### config.mk
export PLATFORM = sky130hd
export DESIGN_NAME = seg_display_driver
export DESIGN_NICKNAME = d
export VERILOG_FILES = /design/src/rtl/seg_pkg.sv /design/src/rtl/seg7_decode.sv /design/src/rtl/seg_display_driver.sv
export SDC_FILE = /design/constraint.sdc
export NUM_CORES = 1
export LEC_CHECK = 0
export ABC_AREA = 1
export CORE_MARGIN = 10
export CORE_UTILIZATION = 62
export CTS_CLUSTER_DIAMETER = 60
export DETAILED_ROUTE_END_ITERATION = 7
export PLACE_DENSITY = 0.85
export SYNTH_ARGS = -nofsm -noshare
export SYNTH_HDL_FRONTEND = slang
export SYNTH_SLANG_ARGS = --single-unit
### constraint.sdc
create_clock -name i_clk -period 5.6 [get_ports i_clk]
set_input_delay 0.56 -clock i_clk [delete_from_list [all_inputs] [get_ports i_clk]]
set_output_delay 0.56 -clock i_clk [all_outputs]
set_load 0.01 [all_outputs]
### src/rtl/seg_pkg.sv
// Shared constants for the seven-segment display path: active-low segment
// patterns ordered {g,f,e,d,c,b,a}, digit count and the all-off anode pattern.
package seg_pkg;

    localparam int NUM_DIGITS = 4;

    typedef logic [6:0]            seg_t;
    typedef logic [NUM_DIGITS-1:0] an_t;

    localparam an_t  AN_OFF   = 4'b1111;

    localparam seg_t SEG_0    = 7'b1000000;
    localparam seg_t SEG_1    = 7'b1111001;
    localparam seg_t SEG_2    = 7'b0100100;
    localparam seg_t SEG_3    = 7'b0110000;
    localparam seg_t SEG_4    = 7'b0011001;
    localparam seg_t SEG_5    = 7'b0010010;
    localparam seg_t SEG_6    = 7'b0000010;
    localparam seg_t SEG_7    = 7'b1111000;
    localparam seg_t SEG_8    = 7'b0000000;
    localparam seg_t SEG_9    = 7'b0010000;
    localparam seg_t SEG_DASH = 7'b0111111;
    localparam seg_t SEG_OFF  = 7'b1111111;

    // One-cold anode pattern selecting digit idx.
    function automatic an_t an_select(input logic [1:0] idx);
        an_t pat;
        case (idx)
            2'd0:    pat = 4'b1110;
            2'd1:    pat = 4'b1101;
            2'd2:    pat = 4'b1011;
            2'd3:    pat = 4'b0111;
            default: pat = AN_OFF;
        endcase
        return pat;
    endfunction

endpackage

### src/rtl/seg7_decode.sv
// Combinational BCD nibble to active-low segment pattern; values above 9
// render as a dash so bad data is visible rather than silently blank.
module seg7_decode
    import seg_pkg::*;
(
    input  logic [3:0] i_nibble,
    output seg_t       o_seg
);

    // Nibble lookup
    always_comb begin
        o_seg = SEG_DASH;
        case (i_nibble)
            4'd0:    o_seg = SEG_0;
            4'd1:    o_seg = SEG_1;
            4'd2:    o_seg = SEG_2;
            4'd3:    o_seg = SEG_3;
            4'd4:    o_seg = SEG_4;
            4'd5:    o_seg = SEG_5;
            4'd6:    o_seg = SEG_6;
            4'd7:    o_seg = SEG_7;
            4'd8:    o_seg = SEG_8;
            4'd9:    o_seg = SEG_9;
            default: o_seg = SEG_DASH;
        endcase
    end

endmodule

### src/rtl/seg_display_driver.sv
// Four-digit common-anode display scanner with per-digit blank/blink/dp,
// a dark guard at the start of every slot, and fully registered pin outputs.
module seg_display_driver
    import seg_pkg::*;
#(
    parameter int DIV_CYCLES   = 100000,
    parameter int GUARD_CYCLES = 16,
    parameter int BLINK_CYCLES = 25000000
)
(
    input  logic        i_clk,
    input  logic        i_rst,
    input  logic [15:0] i_digits,
    input  logic [3:0]  i_dp_en,
    input  logic [3:0]  i_blank,
    input  logic [3:0]  i_blink,
    input  logic        i_load,
    output logic [3:0]  o_an,
    output logic [6:0]  o_seg,
    output logic        o_dp
);

    localparam int SLOT_W  = $clog2(DIV_CYCLES);
    localparam int BLINK_W = (BLINK_CYCLES > 1) ? $clog2(BLINK_CYCLES) : 1;

    localparam logic [SLOT_W-1:0]  SLOT_LAST  = SLOT_W'(DIV_CYCLES - 1);
    localparam logic [SLOT_W-1:0]  GUARD_LIM  = SLOT_W'(GUARD_CYCLES);
    localparam logic [BLINK_W-1:0] BLINK_LAST = BLINK_W'(BLINK_CYCLES - 1);

    logic [SLOT_W-1:0]  r_slot_cnt;
    logic [1:0]         r_digit_idx;
    logic [BLINK_W-1:0] r_blink_cnt;
    logic               r_blink_phase;

    logic [15:0]        r_sh_digits;
    logic [3:0]         r_sh_dp_en;
    logic [3:0]         r_sh_blank;
    logic [3:0]         r_sh_blink;

    an_t                r_an;
    seg_t               r_seg;
    logic               r_dp;

    logic [3:0]         w_nibble;
    seg_t               w_dec_seg;
    logic               w_dark;
    an_t                w_an_next;
    seg_t               w_seg_next;
    logic               w_dp_next;

    // Slot timing, digit index and free-running blink phase
    always_ff @(posedge i_clk or posedge i_rst) begin
        if (i_rst) begin
            r_slot_cnt    <= '0;
            r_digit_idx   <= 2'd0;
            r_blink_cnt   <= '0;
            r_blink_phase <= 1'b0;
        end else begin
            if (r_slot_cnt == SLOT_LAST) begin
                r_slot_cnt  <= '0;
                r_digit_idx <= r_digit_idx + 2'd1;
            end else begin
                r_slot_cnt  <= r_slot_cnt + SLOT_W'(1);
            end
            if (r_blink_cnt == BLINK_LAST) begin
                r_blink_cnt   <= '0;
                r_blink_phase <= ~r_blink_phase;
            end else begin
                r_blink_cnt   <= r_blink_cnt + BLINK_W'(1);
            end
        end
    end

    // Shadow copy of the display contents; reset leaves every digit blanked
    always_ff @(posedge i_clk or posedge i_rst) begin
        if (i_rst) begin
            r_sh_digits <= 16'h0000;
            r_sh_dp_en  <= 4'b0000;
            r_sh_blank  <= 4'b1111;
            r_sh_blink  <= 4'b0000;
        end else if (i_load) begin
            r_sh_digits <= i_digits;
            r_sh_dp_en  <= i_dp_en;
            r_sh_blank  <= i_blank;
            r_sh_blink  <= i_blink;
        end
    end

    assign w_nibble = r_sh_digits[{r_digit_idx, 2'b00} +: 4];

    seg7_decode u_decode (
        .i_nibble (w_nibble),
        .o_seg    (w_dec_seg)
    );

    assign w_dark = r_sh_blank[r_digit_idx]
                  | (r_sh_blink[r_digit_idx] & r_blink_phase)
                  | (r_slot_cnt < GUARD_LIM);

    // Next pin values from the current counters and shadows
    always_comb begin
        w_an_next  = AN_OFF;
        w_seg_next = SEG_OFF;
        w_dp_next  = 1'b1;
        if (w_dark) begin
            w_an_next  = AN_OFF;
            w_seg_next = SEG_OFF;
            w_dp_next  = 1'b1;
        end else begin
            w_an_next  = an_select(r_digit_idx);
            w_seg_next = w_dec_seg;
            w_dp_next  = ~r_sh_dp_en[r_digit_idx];
        end
    end

    // Pin registers; async reset forces the display dark without a clock
    always_ff @(posedge i_clk or posedge i_rst) begin
        if (i_rst) begin
            r_an  <= AN_OFF;
            r_seg <= SEG_OFF;
            r_dp  <= 1'b1;
        end else begin
            r_an  <= w_an_next;
            r_seg <= w_seg_next;
            r_dp  <= w_dp_next;
        end
    end

    assign o_an  = r_an;
    assign o_seg = r_seg;
    assign o_dp  = r_dp;

endmodule

==> summary.txt <==
Status
  – Result of the run: completed

Detailed routing
  – Total Routed Length: 9590 um
  – Drt first-iter violations: 169
  – Final antenna-violating net count: 0
  – Vias per cell: 5.23
  – Drt first pass iters: 5
  – Total number of vias: between 3,000 and 4,000
  – Remaining design rule violation count: 0
  – Post-DR wirelength/cell: 13.4 um

STA
  – Final count of pins violating max slew: 0
  – Post-layout minimum cycle time: 2.03 ns
  – Max Freq: 494 MHz
  – Least-Margin Pin Slew: 1.02 ns
  – Worst clock skew: between 0.01 and 0.015 ns
  – Final count of negative-setup-slack endpoints: 0
  – Normalized max-slew margin: 31.9%
  – Hold Fails Final Rpt: 0
  – Setup repair after global routing missed its margin: no
  – Setup TNS: 0 ns
  – Post-route fraction of the period consumed by the critical path: 36.2%

Layout
  – Total non-filler cell area in the finished layout: between 5000 and 6000 um^2
  – Multi-input gate area in the final layout: 2080 um^2
  – Sequential cell area: 2150 um^2
  – Number of fillers in the final layout: 549
  – Nets: 652
  – Antenna diode instance count: 0
  – Layout cells sized above 1: 14.3%
  – Area growth syn-to-layout: 14.9%

Clocking
  – Number of CTS-inserted buffers: 9
  – Level count of the clock H-tree: 3
  – Count of buffers added by post-CTS timing repair for setup: 0
  – Post-CTS clock slew at the launch and capture registers of the worst setup and hold paths: approximately 0.08 ns
  – Total clock sinks: 85
  – Hold-fix buffers at CTS: 0
  – Resized Gates After CTS: 0
  – Buffer type at the clock tree root: sky130_fd_sc_hd__clkbuf_8
  – Clock tree from TritonCTS: done
  – Clock tree buffer depth: 2
  – Worst skew pair latency: 0.36 ns

Yosys
  – Portion of the post-synthesis area used by sequential elements: 46.9%
  – Dominant cell type by area after synthesis: sky130_fd_sc_hd__dfrtp_1
  – Number of cells produced by synthesis: 565
  – Most frequent cell after synthesis: sky130_fd_sc_hd__nand2_1
  – Cell types with the largest area share after synthesis: sky130_fd_sc_hd__dfrtp_1 (38%), sky130_fd_sc_hd__nand2_1 (14%), sky130_fd_sc_hd__dfstp_2 (9.2%), sky130_fd_sc_hd__nor2_1 (6.3%), sky130_fd_sc_hd__inv_1 (5.1%)
  – Syn Std Cell Area: 4580 um^2
  – Predominant post-synthesis flop cell: sky130_fd_sc_hd__dfrtp_1
  – Post-synth EDFFs: 0
  – Net Count, Synth: around 600
  – Area share of the largest cell type after synthesis: 37.7%
  – Post-synthesis sequential element count: 85
  – Number of distinct standard cells referenced by the synthesized netlist: 35
  – Average size of a mapped cell: ~8 um^2
  – Top cells by count, synth: sky130_fd_sc_hd__nand2_1 (165), sky130_fd_sc_hd__nor2_1 (77), sky130_fd_sc_hd__dfrtp_1 (69), sky130_fd_sc_hd__inv_1 (62), sky130_fd_sc_hd__nand3_1 (41)
  – Yosys warns: 0
  – Ys async rst share: between 90% and 100%

Power
  – Peak supply drop: 0.154 mV
  – Overall Power: between 1 and 1.5 mW
  – PD cells: 235 nW/um^2
  – Leakage power summed over all cells: 2.47 nW

Placed design
  – Dpl cell area: 5050 um^2
  – Placer's final routability congestion estimate: 0.937
  – HPWL reported at the end of detailed placement: 7010 um
  – Quantity of I/O buffers inserted on ports: 42

Floorplan
  – Die outline area: between 10,000 and 15,000 um^2
  – Vert. Die Dim: 106 um
  – Effective utilization at floorplan: 63.4%
  – Die X: 106 um
  – Floorplan core area: about 7000 um^2
  – Cell Rows: 31
  – IO Count: 43

Global routing
  – Vias in the first global route: 3,769
  – Pin count of the biggest net entering global routing: 86
  – Initial antenna violation count: 0
  – Wire length of the first global-routing pass: 17,400 um
  – GRT Util Overall: 18.4%
  – Grt total ovfl: 0

Setup path
  – CP Class: reg2reg
  – Critical Path RT: 5.85 ns
  – Element type at the critical path end: register
  – Element type at the critical path start: register
  – Arrival time at the worst endpoint: 2.28 ns
  – Standard cell with the maximum stage delay on the critical path: sky130_fd_sc_hd__dfrtp_1
  – CP max stage delay: 0.74 ns
  – Most frequent CP cell: sky130_fd_sc_hd__nand3_1
  – Buffers & Inverters on Critical Path: 2
  – Crit-path max FO: 18
  – Dominant delay contributor by cell family on the critical path: flip-flops
  – Sequence of cells on the critical path: inv_4 > nand2_1 > nand3_1 > nand2_1 > inv_1 > ha_1 > nand3b_1 > nand3_1 > nand3_1

Run
  – Number of violations of the max-capacitance limit: 0

Worst hold path
  – Path type of the worst min-delay path: reg2reg
[kinds of logic after synthesis]
group                      after synthesis  synth area share (%)
xor gates and xnor gates                18                  3.44
muxes                                   18                  4.43
buffers and inverters                   79                  7.74
adders and majority gates               11                  3.01
AOI/OAI and AO/OA                       24                  2.79
and+or+nand+nor                        330                  31.7
DFF                                     85                  46.9
[worst register-to-register path, cell delays in order, from the launching register on]
cell and delay (ns):
sky130_fd_sc_hd__dfrtp_1 0.74, sky130_fd_sc_hd__inv_4 0.19, sky130_fd_sc_hd__nand2_1 0.10, sky130_fd_sc_hd__nand3_1 0.06, sky130_fd_sc_hd__nand2_1 0.17, sky130_fd_sc_hd__inv_1 0.10, sky130_fd_sc_hd__ha_1 0.20, sky130_fd_sc_hd__nand3b_1 0.17
sky130_fd_sc_hd__nand3_1 0.11, sky130_fd_sc_hd__nand3_1 0.09
[final timing paths]
kind | cells past startpoint | from | end | slack, ns
setup / recovery | 9 | r_digit_idx[0]$_DFFE_PP0N_ | o_seg[5]$_DFF_PP1_ | 3.57
hold / removal | 1 | r_slot_cnt[0]$_DFF_PP0_ | r_slot_cnt[0]$_DFF_PP0_ | 0.46
setup reg to reg | 9 | r_digit_idx[0]$_DFFE_PP0N_ | o_seg[5]$_DFF_PP1_ | 3.57
hold reg to reg | 1 | r_slot_cnt[0]$_DFF_PP0_ | r_slot_cnt[0]$_DFF_PP0_ | 0.46
max in group asynchronous | 3 | i_rst | r_blink_cnt[18]$_DFF_PP0_ | 4.10
min in group asynchronous | 3 | i_rst | r_sh_digits[14]$_DFFE_PP0P_ | 0.84
[area by class of cell]
class,count,area share [%]
flip-flops and latches,85,40.8
multi-input cells,401,39.5
repair buffers,44,8.28
inverters,69,5.12
clock buffers,10,2.62
well taps,99,2.36
clock inverters,6,1.31
[sequential cells by signal, summed over array words and instances (netlist names)]
name	flops
r_sh_blink	4
r_slot_cnt	17
r_sh_dp_en	4
r_sh_blank	4
r_digit_idx	2
o_an	4
r_sh_digits	16
r_blink_phase	1
r_blink_cnt	25
o_seg	7
o_dp	1
[cell usage in the layout (no fill, tap or decap), drive strengths merged, types with 5 or more instances in the layout]
master / count
ha: 11
nand2: 171
nor3: 7
nand4: 10
dfstp: 16
clkdlybuf4s50: 42
o21ai: 18
clkbuf: 10
dfrtp: 69
nand3: 43
inv: 68
clkinv: 5
nor2: 94
mux2: 18
xor2: 17
[where the power goes]
group          leakage (nW)  switching, mW  internal, mW
combinational          1.32         0.0604        0.0611
clock                 0.103          0.229         0.222
sequential             1.05         0.0139         0.650
total                  2.47          0.303         0.932
[routing by layer]
| layer | up-vias | global-route usage, % | share of wire [%] |
|---|---|---|---|
| met1 | 1778 | 23.4 | 44 |
| met2 | 101 | 31.0 | 50 |
| met3 | 11 | 2.72 | 4.5 |
| met4 | 0 | 7.35 | 1.3 |
| met5 | - | 0 | 0 |
| li1 | 1846 | - | - |
[through the flow]
| stage | hold slack [ns] | setup WS [ns] | std cells | util (%) |
|---|---|---|---|---|
| detailed placement | 0.448 | 3.63 | 698 | 70.0 |
| floorplan | 0.429 | 2.87 | 565 | - |
| global placement | 0.442 | 3.68 | 698 | 70.0 |
| global route | 0.493 | 3.41 | 714 | 72.9 |
| finish | 0.461 | 3.57 | 714 | 72.9 |
| CTS | 0.460 | 3.59 | 714 | 72.9 |
(Power assumes the default switching activity.)
==> RTL change 1: new RTL, config.mk and constraints unchanged <==
Put one more register stage on the output `o_seg`. The value now appears one clock later. The other outputs are not delayed to match.
--- a/src/rtl/seg_display_driver.sv
+++ b/src/rtl/seg_display_driver.sv
@@ -27,4 +27,6 @@
     localparam logic [SLOT_W-1:0]  GUARD_LIM  = SLOT_W'(GUARD_CYCLES);
     localparam logic [BLINK_W-1:0] BLINK_LAST = BLINK_W'(BLINK_CYCLES - 1);
+
+    logic [6:0] o_seg_d;
 
     logic [SLOT_W-1:0]  r_slot_cnt;
@@ -128,6 +130,10 @@
 
     assign o_an  = r_an;
-    assign o_seg = r_seg;
+    assign o_seg_d = r_seg;
     assign o_dp  = r_dp;
+
+    always_ff @(posedge i_clk) begin
+        o_seg <= o_seg_d;
+    end
 
 endmodule
Function: same outputs for any inputs over 10 cycles, from zero or initial values and one cycle with i_rst high; that may be too few to reach the edited logic, so the function may still have changed.
==> RTL change 1 against the unedited design <==
- clock skew is 0.66 ps higher
- worst setup slack better by 2.5 ps
- sequential cell count grew 7
- sequential power grew 8.7%
- final cell count is 1.1% higher
- wire length is 4.5% higher
- critical path depth unchanged
- area after synthesis up 2.2%
- total power is 3.7% higher
- final area rose by 1.9%
- critical path type unchanged
- largest cell class unchanged
- largest power group unchanged
==> RTL change 1: results (changes against the unedited design) <==
<table>
<tr><th>Metric</th><th>Value</th></tr>
<tr><th colspan="2">Route</th></tr>
<tr><td>Total length of routed met2 wires</td><td>5020 µm (+4.7%)</td></tr>
<tr><td>Post-DR wirelength/cell</td><td>13.9 µm (+3.4%)</td></tr>
<tr><td>Metal3 WL</td><td>506 µm (+18%)</td></tr>
<tr><td>First DRT Iteration DRCs</td><td>208 (+23%)</td></tr>
<tr><td>Routed WL</td><td>10000 µm (+4.5%)</td></tr>
<tr><td>Routed via count</td><td>3793 (+1.5%)</td></tr>
<tr><td>First-pass DRT Iterations</td><td>4 (-1)</td></tr>
<tr><th colspan="2">Timing</th></tr>
<tr><td>Slew @ Worst Pin</td><td>1020 ps (-0.181 ps)</td></tr>
<tr><td>Worst Clk Skew</td><td>11.6 ps (+0.662 ps)</td></tr>
<tr><th colspan="2">Power</th></tr>
<tr><td>Standby leakage power</td><td>2.52 nW (+2.1%)</td></tr>
<tr><td>Max IR drop VDD</td><td>0.155 mV (+0.77%)</td></tr>
<tr><th colspan="2">Layout</th></tr>
<tr><td>Area overhead of the layout relative to synthesis</td><td>14.6%</td></tr>
<tr><td>Filler cell count in the final layout</td><td>577 (+5.1%)</td></tr>
<tr><td>Clock network contribution to total cell area</td><td>0.0357 (-0.00353)</td></tr>
<tr><td>Fraction of area in registers</td><td>0.427 (+0.0186)</td></tr>
<tr><td>Number of logic inverters in the finished layout</td><td>70 (+1.4%)</td></tr>
<tr><th colspan="2">Placement</th></tr>
<tr><td>Routability congestion estimate from global placement</td><td>0.951 (+1.4%)</td></tr>
<tr><th colspan="2">CTS</th></tr>
<tr><td>Clock slew at the register clock pins of the worst setup and hold paths</td><td>100 ps (+20 ps)</td></tr>
<tr><th colspan="2">Status</th></tr>
<tr><td>Status</td><td>complete, no violations</td></tr>
<tr><th colspan="2">Synth</th></tr>
<tr><td>Fraction of the mapped netlist area in adder cells</td><td>0.0294 (-0.000636)</td></tr>
<tr><td>Synth Area in XOR/XNOR</td><td>0.0356 (+0.00114)</td></tr>
<tr><td>Post-Syn Instances</td><td>573 (+1.4%)</td></tr>
<tr><td>Synthesized net count</td><td>615 (+1.3%)</td></tr>
<tr><td>Share of the yosys chip area belonging to registers</td><td>0.489 (+0.0201)</td></tr>
<tr><th colspan="2">Global route</th></tr>
<tr><td>First-pass GRT wire length</td><td>17300 µm (-0.28%)</td></tr>
<tr><td>Tot GR Track Use</td><td>0.184 (+0.000304)</td></tr>
<tr><th colspan="2">Worst setup path</th></tr>
<tr><td>Max stage delay on crit path</td><td>720 ps (-20 ps)</td></tr>
<tr><th colspan="2">Min path</th></tr>
<tr><td>Worst hold path depth</td><td>0 (-1)</td></tr>
</table>
## RTL change 1: final timing paths
kind | to | startpoint | slack (ps)
max | o_seg_d[5]$_DFF_PP1_ | r_digit_idx[0]$_DFFE_PP0N_ | 3580
min in group asynchronous | r_slot_cnt[1]$_DFF_PP0_ | i_rst | 840
min | o_seg[3]$_DFF_P_ | o_seg_d[3]$_DFF_PP1_ | 390
max reg2reg | o_seg_d[5]$_DFF_PP1_ | r_digit_idx[0]$_DFFE_PP0N_ | 3580
min reg2reg | o_seg[3]$_DFF_P_ | o_seg_d[3]$_DFF_PP1_ | 390
max in group asynchronous | r_sh_digits[0]$_DFFE_PP0P_ | i_rst | 4120
## RTL change 1: power by group
part,switching [mW],internal [mW],leakage (nW),total (mW)
Combinational,0.0636,0.0612,1.31,0.125
Clock,0.253,0.182,0.0973,0.435
Sequential,0.0146,0.707,1.11,0.722
Total,0.331,0.951,2.52,1.28
==> RTL change 2: new RTL, same settings <==
Made on the original files. The parameter `BLINK_CYCLES` goes from 25000000 to 12500000.
--- a/src/rtl/seg_display_driver.sv
+++ b/src/rtl/seg_display_driver.sv
@@ -6,5 +6,5 @@
     parameter int DIV_CYCLES   = 100000,
     parameter int GUARD_CYCLES = 16,
-    parameter int BLINK_CYCLES = 25000000
+    parameter int BLINK_CYCLES = 12500000
 )
 (
Formal check against the unedited RTL: no difference found for any inputs over 10 cycles, from zero or initial values and one cycle with i_rst high; that may be too few to reach the edited logic, so the function may still have changed.
==> RTL change 2 against the unedited design <==
- maximum frequency fell by 3.2%
- area after synthesis fell by 1.8%
- worst setup slack got worse by 66 ps
- sequential cell count fell by 1
- total power fell by 5.4%
- sequential power fell by 1%
- utilization rose by 1.9 points
- critical path depth did not move
- clock power fell by 13%
- wire length fell by 3.8%
- final area fell by 1.7%
- clock skew rose by 1.9 ps
==> RTL change 2: results (changes against the unedited design) <==
<table>
<tr><th>Metric</th><th>Value</th></tr>
<tr><th colspan="2">Synth</th></tr>
<tr><td>Most numerous cell types in the synthesized netlist</td><td>148 x nand2_1, 70 x inv_1, 68 x dfrtp_1</td></tr>
<tr><td>Compound-Gate Fraction of Synth Area</td><td>0.0289 (+0.00106)</td></tr>
<tr><td>Share of the yosys chip area belonging to registers</td><td>0.472 (+0.00292)</td></tr>
<tr><td>Portion of netlist area occupied by mux cells</td><td>0.0451 (+0.000801)</td></tr>
<tr><td>Synthesized net count</td><td>593 (-2.3%)</td></tr>
<tr><td>Mean instance size in the synthesized netlist</td><td>8.16 µm² (+0.72%)</td></tr>
<tr><th colspan="2">Route</th></tr>
<tr><td>Routed via count</td><td>3596 (-3.7%)</td></tr>
<tr><td>Metal3 WL</td><td>379 µm (-11%)</td></tr>
<tr><td>Post-DR wirelength/cell</td><td>13.2 µm (-1.5%)</td></tr>
<tr><td>First-pass DRT Iterations</td><td>4 (-1)</td></tr>
<tr><th colspan="2">Global route</th></tr>
<tr><td>First-pass GRT wire length</td><td>16100 µm (-7.3%)</td></tr>
<tr><td>Pin count of the biggest net entering global routing</td><td>57 (-34%)</td></tr>
<tr><th colspan="2">Power</th></tr>
<tr><td>Max IR drop VDD</td><td>0.154 mV (+0.19%)</td></tr>
<tr><td>Standby leakage power</td><td>2.41 nW (-2.3%)</td></tr>
<tr><th colspan="2">Placement</th></tr>
<tr><td>Placed Instances</td><td>682 (-2.3%)</td></tr>
<tr><td>Post-DP Area</td><td>0.00499 mm² (-1.2%)</td></tr>
<tr><td>Routability congestion estimate from global placement</td><td>0.930 (-0.75%)</td></tr>
<tr><td>Detailed placer's ending HPWL</td><td>7040 µm (+0.44%)</td></tr>
<tr><th colspan="2">Worst setup path</th></tr>
<tr><td>Largest delay share family, worst path</td><td>simple AND/OR/NAND/NOR gates</td></tr>
<tr><td>Max stage delay on crit path</td><td>700 ps (-40 ps)</td></tr>
<tr><td>Arrival time worst endpoint</td><td>2360 ps (+80 ps)</td></tr>
<tr><th colspan="2">Timing</th></tr>
<tr><td>Post-layout worst setup margin</td><td>3510 ps (-66.3 ps)</td></tr>
<tr><td>Max-Slew Margin vs Limit</td><td>0.557 (+0.238)</td></tr>
<tr><td>Worst hold slack across all endpoints</td><td>474 ps (+13.2 ps)</td></tr>
<tr><th colspan="2">Layout</th></tr>
<tr><td>Layout Nets</td><td>639 (-2.0%)</td></tr>
<tr><td>Registers with the most flip-flops</td><td>r_blink_cnt x24, r_slot_cnt x17, r_sh_digits x16</td></tr>
<tr><th colspan="2">Status</th></tr>
<tr><td>Status</td><td>complete, no violations</td></tr>
</table>
==> RTL change 2: area by class of cell <==
cell class              instances  area [µm²]
clock buffers                   9         124
clock inverters                 7        51.3
fillers                       523        1740
inverters                      78         295
multi-input cells             380        2020
flip-flops and latches         84        2120
well taps                      96         120
repair buffers                 44         435
==> RTL change 2: cells by family after synthesis <==
kind of cell,count (synthesis)
AOI/OAI and AO/OA,25
xor gates and xnor gates,15
adders and majority gates,11
buffers and inverters,87
DFF,84
muxes,18
and+or+nand+nor,311
==> RTL change 2: layer usage <==
layer,vias up,GRT usage
met5,-,0
met1,1696,0.214
met4,0,0.0725
met3,14,0.0313
li1,1810,-
met2,76,0.291
==> RTL change 2: power by group through the flow <==
stage          sequential (mW)  combinational (mW)  clock (mW)
6_report                 0.655               0.123       0.391
3_3_place_gp             0.665               0.119           0
5_1_grt                  0.657               0.138       0.422
3_5_place_dp             0.666               0.125           0
4_1_cts                  0.655               0.125       0.396
2_1_floorplan            0.667              0.0660           0
